--- config.mk ---
export PLATFORM = sky130hd
export DESIGN_NAME = mult_unit
export DESIGN_NICKNAME = d
export VERILOG_FILES = /design/src/rtl/mips_pkg.sv /design/src/rtl/mult_shift_add.sv /design/src/rtl/mult_unit.sv
export SDC_FILE = /design/constraint.sdc
export NUM_CORES = 1
export LEC_CHECK = 0
export BUFFER_PORTS_ARGS = -buffer_cell sky130_fd_sc_hd__buf_4
export CAP_MARGIN = 20
export CELL_PAD_IN_SITES_DETAIL_PLACEMENT = 0
export CELL_PAD_IN_SITES_GLOBAL_PLACEMENT = 1
export CORE_ASPECT_RATIO = 0.8
export CORE_MARGIN = 8
export CORE_UTILIZATION = 40
export CTS_BUF_LIST = sky130_fd_sc_hd__clkbuf_16
export DETAILED_ROUTE_END_ITERATION = 16
export PLACE_DENSITY = 0.85
export SLEW_MARGIN = 10
export SYNTH_ARGS = -nofsm -noshare
export SYNTH_HDL_FRONTEND = slang
export SYNTH_SLANG_ARGS = --single-unit
--- constraint.sdc ---
create_clock -name clk -period 2.9 [get_ports clk]
set_input_delay 0.87 -clock clk [delete_from_list [all_inputs] [get_ports clk]]
set_output_delay 0.87 -clock clk [all_outputs]
set_load 0.02 [all_outputs]
--- src/rtl/mips_pkg.sv ---
// Shared MIPS core definitions: multiply FSM states, counter width
// and the writeback out_sel encodings for mfhi/mflo.
package mips_pkg;

    localparam int MULT_WIDTH = 32;
    localparam int MULT_CNT_W = $clog2(MULT_WIDTH);

    localparam logic [1:0] OUT_SEL_HI = 2'b11;
    localparam logic [1:0] OUT_SEL_LO = 2'b10;

    typedef enum logic [1:0] {
        IDLE = 2'b00,
        CALC = 2'b01,
        FIX  = 2'b10
    } mult_state_t;

endpackage

--- src/rtl/mult_shift_add.sv ---
// Radix-2 shift-add datapath: multiplicand register plus the
// combined accumulator/multiplier shift register.
module mult_shift_add
    import mips_pkg::*;
#(
    parameter int WIDTH = MULT_WIDTH
) (
    input  logic               clk,
    input  logic               rst_n,
    input  logic               load_i,
    input  logic               step_i,
    input  logic [WIDTH-1:0]   mcand_i,
    input  logic [WIDTH-1:0]   mplier_i,
    output logic [2*WIDTH-1:0] prod_o
);

    logic [WIDTH-1:0]   mcand_q;
    logic [2*WIDTH-1:0] acc_q;
    logic [2*WIDTH-1:0] acc_d;
    logic [WIDTH:0]     sum;

    // Extra adder bit keeps the carry that shifts into the top on each step
    always_comb begin
        sum   = {1'b0, acc_q[2*WIDTH-1:WIDTH]}
              + (acc_q[0] ? {1'b0, mcand_q} : '0);
        acc_d = {sum, acc_q[WIDTH-1:1]};
    end

    always_ff @(posedge clk or negedge rst_n) begin
        if (!rst_n) begin
            mcand_q <= '0;
            acc_q   <= '0;
        end else if (load_i) begin
            mcand_q <= mcand_i;
            acc_q   <= {{WIDTH{1'b0}}, mplier_i};
        end else if (step_i) begin
            acc_q   <= acc_d;
        end
    end

    assign prod_o = acc_q;

endmodule

--- src/rtl/mult_unit.sv ---
// Iterative mult/multu unit: magnitude shift-add, sign-fix cycle,
// architectural HI/LO registers.
module mult_unit
    import mips_pkg::*;
#(
    parameter int WIDTH = MULT_WIDTH
) (
    input  logic             clk,
    input  logic             rst_n,
    input  logic             start,
    input  logic             sign,
    input  logic [WIDTH-1:0] a,
    input  logic [WIDTH-1:0] b,
    output logic             busy,
    output logic             done,
    output logic [WIDTH-1:0] hi,
    output logic [WIDTH-1:0] lo
);

    localparam int CW = $clog2(WIDTH);

    mult_state_t        state_q;
    logic [CW-1:0]      cnt_q;
    logic               neg_q;
    logic               done_q;
    logic [WIDTH-1:0]   hi_q;
    logic [WIDTH-1:0]   lo_q;
    logic [WIDTH-1:0]   mag_a;
    logic [WIDTH-1:0]   mag_b;
    logic [2*WIDTH-1:0] prod;
    logic [2*WIDTH-1:0] fix_prod;
    logic               accept;

    // Unsigned negation, so the most negative value maps to 2^(WIDTH-1)
    always_comb begin
        mag_a    = (sign && a[WIDTH-1]) ? -a : a;
        mag_b    = (sign && b[WIDTH-1]) ? -b : b;
        fix_prod = neg_q ? -prod : prod;
        accept   = (state_q == IDLE) && start;
    end

    mult_shift_add #(
        .WIDTH    (WIDTH)
    ) u_sa (
        .clk      (clk),
        .rst_n    (rst_n),
        .load_i   (accept),
        .step_i   (state_q == CALC),
        .mcand_i  (mag_a),
        .mplier_i (mag_b),
        .prod_o   (prod)
    );

    always_ff @(posedge clk or negedge rst_n) begin
        if (!rst_n) begin
            state_q <= IDLE;
            cnt_q   <= '0;
            neg_q   <= 1'b0;
            done_q  <= 1'b0;
            hi_q    <= '0;
            lo_q    <= '0;
        end else begin
            done_q <= 1'b0;
            unique case (state_q)
                IDLE: begin
                    if (start) begin
                        neg_q   <= sign & (a[WIDTH-1] ^ b[WIDTH-1]);
                        cnt_q   <= '0;
                        state_q <= CALC;
                    end
                end
                CALC: begin
                    cnt_q <= cnt_q + 1'b1;
                    if (cnt_q == CW'(WIDTH - 1)) begin
                        state_q <= FIX;
                    end
                end
                FIX: begin
                    {hi_q, lo_q} <= fix_prod;
                    done_q       <= 1'b1;
                    state_q      <= IDLE;
                end
                default: state_q <= IDLE;
            endcase
        end
    end

    assign busy = (state_q != IDLE);
    assign done = done_q;
    assign hi   = hi_q;
    assign lo   = lo_q;

endmodule

After elaboration in Yosys (flattened, before gate mapping). Index checks and enable logic that the tools add are counted.

Register bits after elaboration: 169. Input port bits: 68. Output and inout port bits: 66.

$add $sub $neg: 5. Equality and inequality tests: 5. Muxes and demuxes: 12. Bitwise gates (word level): 2. Reduce and logical (&&, ||, !) cells: 10.

Operators by type and width (count): two-way mux 64 bit (3); two-way mux 32 bit (3); negator 32 bit (2); negator 64 bit (1); adder 32 x 33 -> 33 bit (1); one-hot mux 5 bit (2 select lines) (1); AND reduction 2 bit (3); nonzero test 2 bit (3); adder 5 x 1 -> 5 bit, second input constant (1); == test 5 bit, second input constant (1); two-way mux 5 bit (1); two-way mux 2 bit (2); != test 2 bit, second input constant (2); one-hot mux 2 bit (2 select lines) (1); logical AND 1 bit (3); == test 2 x 1 -> 1 bit, second input constant (1); == test 2 bit, second input constant (1); logical NOT 2 bit (1); bitwise AND 1 bit (1); two-way mux 1 bit (1); bitwise XOR 1 bit (1).

Logic depth before layout (Yosys ltp). Gate-level depths: netlist of run 1.

Depth in word-level cells: 4. Depth in mapped cells: 13. Gate-level depth less buffers: 12.

Cells and area by module. From an unflattened synthesis of run 1, not the netlist that was laid out.

Cell total of the unflattened synthesis: 1252. Area total of the unflattened synthesis: 11413.4 um^2.

By module, submodules not included: mult_shift_add (times used 1, cells an instance 598, area an instance 5883.1 um^2); mult_unit (times used 1, cells an instance 654, area an instance 5530.3 um^2).

Least setup slack after synthesis of run 1. Ideal clock, no wire load.

Kind: in2reg. Start point: input a[8]. End point: register u_sa.mcand_q[22]. Setup time: 0.123 ns. Arrival time: 3.028 ns. Data required time: 2.777 ns. Setup slack: -0.251 ns. Cell stages on the path: 7. Buffers on the path: 0. Cells stage by stage: or4_4 or3_1 or4_4 or4_4 o31ai_4 xor2_1 o21ai_1.

Cells in the longest elaborated chain, start to end: 2.

RTL lines: from (decl) (RTL line mult_unit.sv:12) `input logic [WIDTH-1:0] a,`; negator 32 bit (RTL line mult_unit.sv:36) `mag_a = (sign && a[WIDTH-1]) ? -a : a;`; two-way mux 32 bit (RTL line mult_unit.sv:36); to (signal assigned) (RTL line mult_shift_add.sv:34) `mcand_q <= mcand_i;`; to (decl) (RTL line mult_shift_add.sv:17) `logic [WIDTH-1:0] mcand_q;`.

Every way passes these cells. A chain may end at the register's enable or synchronous reset.

Final worst setup path of run 1.
Start point: register u_sa.acc_q[0] (netlist: u_sa.prod_o[0]). End point: register u_sa.acc_q[60] (netlist: u_sa.prod_o[60]).

Cells in the longest elaborated chain, start to end: 4.

RTL lines: from (decl) (RTL line mult_shift_add.sv:18) `logic [2*WIDTH-1:0] acc_q;`; from (signal assigned) (RTL line mult_shift_add.sv:35) `acc_q <= {{WIDTH{1'b0}}, mplier_i};`; two-way mux 32 bit (RTL line mult_shift_add.sv:25) `+ (acc_q[0] ? {1'b0, mcand_q} : '0);`; adder 32 x 33 -> 33 bit (RTL line mult_shift_add.sv:25); two-way mux 64 bit (RTL line mult_shift_add.sv:36) `end else if (step_i) begin`; two-way mux 64 bit (RTL line mult_shift_add.sv:33) `end else if (load_i) begin`.

Every way passes these cells. The select of a mux whose other input is x is not followed.

==> results of run 1 <==
==> flip-flops by register name (all words and copies together) (netlist names) <==
register,cells
u_sa.mcand_q,32
state_q,2
u_sa.prod_o,64
neg_q,1
cnt_q,5
done,1
hi,32
lo,32
==> worst max-delay path by stage <==
| stage | to | startpoint | slack [ns] |
|---|---|---|---|
| floorplan | u_sa.mcand_q[22]$_DFFE_PN0P_ | a[8] | -0.25 |
| global placement | u_sa.mcand_q[28]$_DFFE_PN0P_ | a[8] | -0.46 |
| detailed placement | u_sa.mcand_q[26]$_DFFE_PN0P_ | a[8] | -0.47 |
| CTS | u_sa.prod_o[59]$_DFFE_PN0P_ | u_sa.prod_o[0]$_DFFE_PN0P_ | -0.08 |
| global route | u_sa.prod_o[60]$_DFFE_PN0P_ | u_sa.prod_o[0]$_DFFE_PN0P_ | -0.17 |
| finish | u_sa.prod_o[60]$_DFFE_PN0P_ | u_sa.prod_o[0]$_DFFE_PN0P_ | -0.05 |
==> metrics by stage <==
step | hold slack [ns] | total power, mW | instance area, µm²
2_1_floorplan | 0.438 | 8.48 | 11000
3_5_place_dp | 0.467 | 11.7 | 13400
3_3_place_gp | 0.456 | 11.5 | 13400
5_1_grt | 0.405 | 16.4 | 14700
6_report | 0.374 | 15.3 | 14700
4_1_cts | 0.388 | 14.6 | 14300
==> where the power goes <==
group	leakage, nW	switching [mW]	internal [mW]
Clock	0.311	1.16	1.35
Combinational	4.28	4.67	4.08
Sequential	1.88	0.817	3.24
==> cells by family after synthesis <==
group | share of synthesized area (%)
DFF | 38.8
muxes | 0.184
AOI/OAI and AO/OA | 19.7
adders and majority gates | 4.43
buffers and inverters | 3.50
and+or+nand+nor | 21.7
xor gates and xnor gates | 11.7
==> layout make-up <==
cell class                 count  area [µm²]
tap                          364         455
fill                        2522       12300
sequential                   169        4230
timing repair buffer         299        2390
clock inverter                15         220
inverter                      21        78.8
clock buffer                  17         425
multi-input combinational   1033        6920
==> routing by layer <==
layer	vias up	GRT usage, %	wire (µm)
met5	-	0	0
met4	0	4.34	388
met3	25	4.64	2300
met2	310	27.1	13700
met1	4854	31.4	17300
li1	5069	-	-
==> worst max-delay path, stage by stage (launching register included) <==
cell and delay, ns:
dfrtp_2 0.44, buf_6 0.15, buf_12 0.13, and2_4 0.14
ha_4 0.25, buf_6 0.12, a21oi_2 0.10, o21ai_1 0.07
a211o_1 0.32, a22oi_2 0.24, a311oi_4 0.16, a31oi_4 0.28
nor4_2 0.08, or3_1 0.37
==> timing repair <==
item | 4_1_cts | 5_1_grt
hold buffers | 0 | 0
buffers inserted | 2 | 6
endpoints found under the setup margin | 19 | 30
cloned | 1 | 1
pin swaps | 18 | 42
gates resized for setup | 34 | 81
endpoints found under the hold margin | 0 | 0
==> cells in the mapped netlist (6+ instances only) <==
library cell	n	share of area [%]
a21o_1	15	1.0
or3_1	19	1.1
nand2_1	237	8.2
xor2_1	99	8.0
xnor2_1	46	3.7
ha_1	37	4.2
nor3_1	17	0.78
clkbuf_1	62	2.1
nand4_1	14	0.80
and2_1	35	2.0
buf_1	6	0.21
inv_1	21	0.72
o21ai_0	169	7.8
dfrtp_1	169	39
and3_1	11	0.63
a31oi_1	34	2.0
o21ai_1	7	0.32
a21oi_1	47	2.2
a211oi_1	7	0.48
o41ai_1	13	1.0
nor2_1	72	2.5
nand3_1	27	1.2
nand2b_1	10	0.57
o31ai_1	23	1.6
nor4_1	7	0.40
or4_1	14	0.96
==> metrics.cfg, run 1 <==
[synthesis]
netlist_area_um2=10900
ys_types=66
syn_inst=1296
syn_avg_cell_area_um2=8.41
ys_seq_elements=169
synth-main-ff-cell=dfrtp_1
syn_nets=1402
yosysWarnings=0
seq_area_frac_synth_pct=38.8
postSynth.asyncResetShare_pct=100
synth_edf_count=0

[setup_path]
crit_required_ns=3.22
crit_type=flop to flop
worstRegToRegCells=13
r2r-start=u_sa.prod_o[0]$_DFFE_PN0P_
crit_fanout=7
crit_arrival_ns=3.27
worst_setup_path_start_kind=flop
r2r_setup_slack_ns=-0.05
timing.rr.end=u_sa.prod_o[60]$_DFFE_PN0P_
endpoint_kind=flop

[sta]
rsz0062_at_grt=true
fmax_mhz=339
finalHoldViolCount=0
slew_violations=0
setup_tns_ns=-0.194
setup_viol=5
final.period_utilization_pct=102
worstMarginPinSlew_ns=0.838
slew_headroom_pct=44.2
finalWorstSetupSlack_ns=-0.0519
finalClockSkew_ns=0.0141
post-route-min-period_ns=2.95

[min_path]
worstHoldPathType=input pin to asynchronous set/reset pin

[floorplanning]
row_count=54
initial_core_util_pct=40.3
die_area_um2=32800
core_area_um2=27000
die_x_um=201
fp.dieH_um=164
io_pins=134

[layout]
syn_to_final_growth_pct=35.1
final_cell_mix=buf_4, nand2_1, dfrtp_1
nNetsFinal=1647
n_antenna_cell=0
post-route-util_pct=54.5
drive_above_1_share_pct=29.2
final_cells=1918
final_common_cell=buf_4

[detailed_routing]
first_pass_iters=5
vias_per_cell=5.35
routedWlPerCell_um=17.6
drc=0
drt_iter0_drc=784
wirelength_um=33700
via_count=10300
drtAntennaViolNets=0

[grt]
grt_pass1_vias=9771
grt_usage_pct=20.1
grt.overflow.total=0
grt_pass1_wl_um=53400
antenna_found_initial=0
grt_max_degree=130

[clocking]
cts_sinks=169
clk_latency_ns=0.45
cts.reportedPaths.clkPinSlew_ns=0.07
cts_tree=done
root_buffer=clkbuf_16
h-tree-depth=4
cts_max_path_buffers=2
cts-buffers-inserted=17

[run_status]
violations=setup timing
status=finished, violations left

[power]
leakage_nw=6.47
p_per_area_nw_per_um2=1040
ir_drop_mv=0.604

[placement]
port_buffers=133
dpl_worst_slack_ns=-0.475
place_congestion=0.947
placed_cells=1875
dp_hpwl_um=25200

[flow_run]
max_cap_viol_count=0

Note: power is estimated with default switching activity, not from simulation.
==> inputs of run 2 (changes only) <==
--- a/config.mk
+++ b/config.mk
@@ -11,11 +11,11 @@
 export CELL_PAD_IN_SITES_GLOBAL_PLACEMENT = 1
 export CORE_ASPECT_RATIO = 0.8
 export CORE_MARGIN = 8
-export CORE_UTILIZATION = 40
+export CORE_UTILIZATION = 35
 export CTS_BUF_LIST = sky130_fd_sc_hd__clkbuf_16
 export DETAILED_ROUTE_END_ITERATION = 16
-export PLACE_DENSITY = 0.85
-export SLEW_MARGIN = 10
+export PLACE_DENSITY = 0.77
+export SLEW_MARGIN = 20
 export SYNTH_ARGS = -nofsm -noshare
 export SYNTH_HDL_FRONTEND = slang
 export SYNTH_SLANG_ARGS = --single-unit
==> run 2 against run 1 <==
- the run still ends with setup timing left
- worst setup slack lost 0.12 ns
- utilization shrank 6.3 points
- count of clock-buffer cells in the layout is the same
- clock power shrank 3%
- combinational power shrank 2%
- clock skew shrank 0.00090 ns
- critical path depth grew 1
- cell area is essentially flat
- sequential share of layout area is essentially flat
- power shrank 1.3%
- register-to-register slack lost 0.12 ns
- routed wire length grew 1.4%
- critical path type unchanged
- largest cell class unchanged
- highest routed layer unchanged
==> metrics.cfg, run 2 (synthesis gave the netlist of run 1 again) <==
[clocking]
ctsHoldBuffers=0  ; unchanged
cts.reportedPaths.clkPinSlew_ns=0.07  ; about the same
cts_max_path_buffers=2  ; unchanged
cts-buffers-inserted=17  ; unchanged
cts_tree=done  ; unchanged
clk_latency_ns=0.45  ; about the same
root_buffer=clkbuf_16  ; unchanged
cts_sinks=169  ; unchanged
h-tree-depth=4  ; unchanged

[power]
leakage_nw=6.49  ; was 6.47 nW
power_frac_comb_pct=56.7  ; was 57.1%
power.share.switching_pct=43.1  ; was 43.4%
power_switching_mw=6.52  ; was 6.64 mW
clockPowerShare_pct=16.1  ; was 16.4%
p_int_mw=8.60  ; was 8.67 mW
ir_drop_mv=0.463  ; was 0.604 mV
p_per_area_nw_per_um2=1030  ; was 1040 nW/µm²
seqPwrFrac_pct=27.2  ; was 26.5%

[sta]
finalWorstSetupSlack_ns=-0.174  ; was -0.0519 ns
post-route-min-period_ns=3.07  ; was 2.95 ns
fmax_mhz=325  ; was 339 MHz
finalHoldViolCount=0  ; unchanged
final.period_utilization_pct=106  ; was 102%
whs_ns=0.390  ; was 0.374 ns
slew_violations=0  ; unchanged
finalClockSkew_ns=0.0132  ; was 0.0141 ns
worstMarginPinSlew_ns=0.707  ; was 0.838 ns
slew_headroom_pct=52.8  ; was 44.2%
setup_tns_ns=-0.790  ; was -0.194 ns
setup_viol=9  ; was 5
rsz0062_at_grt=true  ; unchanged

[layout]
final_cell_mix=buf_4, nand2_1, dfrtp_1  ; unchanged
post-route-util_pct=48.2  ; was 54.5%
drive_above_1_share_pct=28.5  ; was 29.2%
n_fill_cell=2996  ; was 2522
largest_register_ffs=64  ; unchanged
post-route-cell-area_um2=14700  ; about the same
nNetsFinal=1652  ; was 1647
n_antenna_cell=0  ; unchanged
final_common_cell=buf_4  ; unchanged
syn_to_final_growth_pct=35.0  ; was 35.1%

[detailed_routing]
routedWlPerCell_um=17.3  ; was 17.6 µm
drt_iter0_drc=758  ; was 784
wirelength_um=34100  ; was 33700 µm
drtAntennaViolNets=0  ; unchanged
drc=0  ; unchanged
vias_per_cell=5.11  ; was 5.35
first_pass_iters=5  ; unchanged
via_count=10100  ; was 10300

[flow_run]
max_cap_viol_count=0  ; unchanged

[run_status]
violations=setup timing  ; unchanged
status=finished, violations left  ; unchanged

[floorplanning]
initial_core_util_pct=35.7  ; was 40.3%
core_area_um2=30500  ; was 27000 µm²
fp.dieH_um=174  ; was 164 µm
row_count=57  ; was 54
io_pins=134  ; unchanged
die_area_um2=37100  ; was 32800 µm²
die_x_um=213  ; was 201 µm

[setup_path]
worst_setup_path_start_kind=flop  ; unchanged
endpoint_kind=flop  ; unchanged
r2r-start=u_sa.prod_o[0]$_DFFE_PN0P_  ; unchanged
crit_fanout=3  ; was 7
crit_type=flop to flop  ; unchanged
crit_arrival_ns=3.41  ; was 3.27 ns
crit_required_ns=3.24  ; was 3.22 ns
worstSetupStartpoint=u_sa.prod_o[0]$_DFFE_PN0P_  ; unchanged
worstRegToRegCells=14  ; was 13

[min_path]
worstHoldPathType=input pin to asynchronous set/reset pin  ; unchanged

[placement]
port_buffers=133  ; unchanged
placed_cell_area_um2=13500  ; was 13400 µm²
place_congestion=0.901  ; was 0.947
dpl_worst_slack_ns=-0.468  ; was -0.475 ns
dp_hpwl_um=26300  ; was 25200 µm

[grt]
antenna_found_initial=0  ; unchanged
grt_usage_pct=18.4  ; was 20.1%
grt_pass1_wl_um=54200  ; was 53400 µm
grt_max_degree=75  ; was 130
grt.overflow.total=0  ; unchanged
grt_pass1_vias=9624  ; was 9771

==> run 2: cell count changes in the layout (fill, tap and decap cells not counted), moves of 4 or more <==
cell,before,now
a21oi_1,37,42
a21oi_2,10,5
and2_1,23,28
and2_4,12,7
buf_12,6,10
ha_1,15,24
ha_4,19,12
==> run 2: final timing paths <==
check | endpoint | slack (ns)
setup / recovery | u_sa.prod_o[49]$_DFFE_PN0P_ | -0.17
hold reg to reg | u_sa.mcand_q[10]$_DFFE_PN0P_ | 0.48
setup reg to reg | u_sa.prod_o[49]$_DFFE_PN0P_ | -0.17
hold / removal | u_sa.prod_o[4]$_DFFE_PN0P_ | 0.39
min in group clk | u_sa.mcand_q[10]$_DFFE_PN0P_ | 0.48
max in group asynchronous | lo[17]$_DFFE_PN0P_ | 1.83
==> run 2: layout make-up <==
class                           count  area, µm²  share of cell area (%)
Clock inverter                     15        190                    1.29
Tap cell                          413        517                    3.51
Multi-Input combinational cell   1033       6830                    46.4
Clock buffer                       17        425                    2.89
Inverter                           21       78.8                   0.536
Sequential cell                   169       4230                    28.8
Timing Repair Buffer              304       2440                    16.6
==> run 2: critical path, stage by stage, from the launching register on <==
cell      delay, ns
dfrtp_2        0.43
buf_6          0.13
and2_4         0.14
ha_4           0.16
inv_2          0.06
fa_2           0.21
nor2b_2        0.05
o21a_1         0.22
o41ai_4        0.35
buf_4          0.20
a31oi_4        0.09
o21ai_2        0.20
a211oi_2       0.10
or3_1          0.35
a32o_2         0.27
==> run 2: per-layer routing <==
| layer | GRT usage [%] | vias up | part of all wire (%) |
|---|---|---|---|
| li1 | - | 5086 | - |
| met1 | 29.4 | 4730 | 53 |
| met5 | 0 | - | 0 |
| met4 | 3.74 | 0 | 0.84 |
| met3 | 3.81 | 20 | 6.2 |
| met2 | 24.3 | 250 | 40 |
==> run 2: through the flow <==
stage	power [mW]	instances
finish	15.1	1972
global route	16.2	1972
CTS	14.4	1961
detailed placement	11.7	1925
global placement	11.6	1925
floorplan	8.48	1296
==> run 2: power by group through the flow <==
stage,sequential (mW),combinational [mW],clock (mW)
2_1_floorplan,4.08,4.41,0
3_3_place_gp,4.04,7.53,0
3_5_place_dp,4.07,7.64,0
4_1_cts,4.05,7.87,2.49
5_1_grt,4.22,9.43,2.59
6_report,4.12,8.57,2.43
==> run 2: timing repair <==
action	CTS	global route
gates resized for setup	25	77
pin swaps	9	39
endpoints found under the hold margin	0	0
setup endpoints to repair	14	23
buffers inserted	4	11
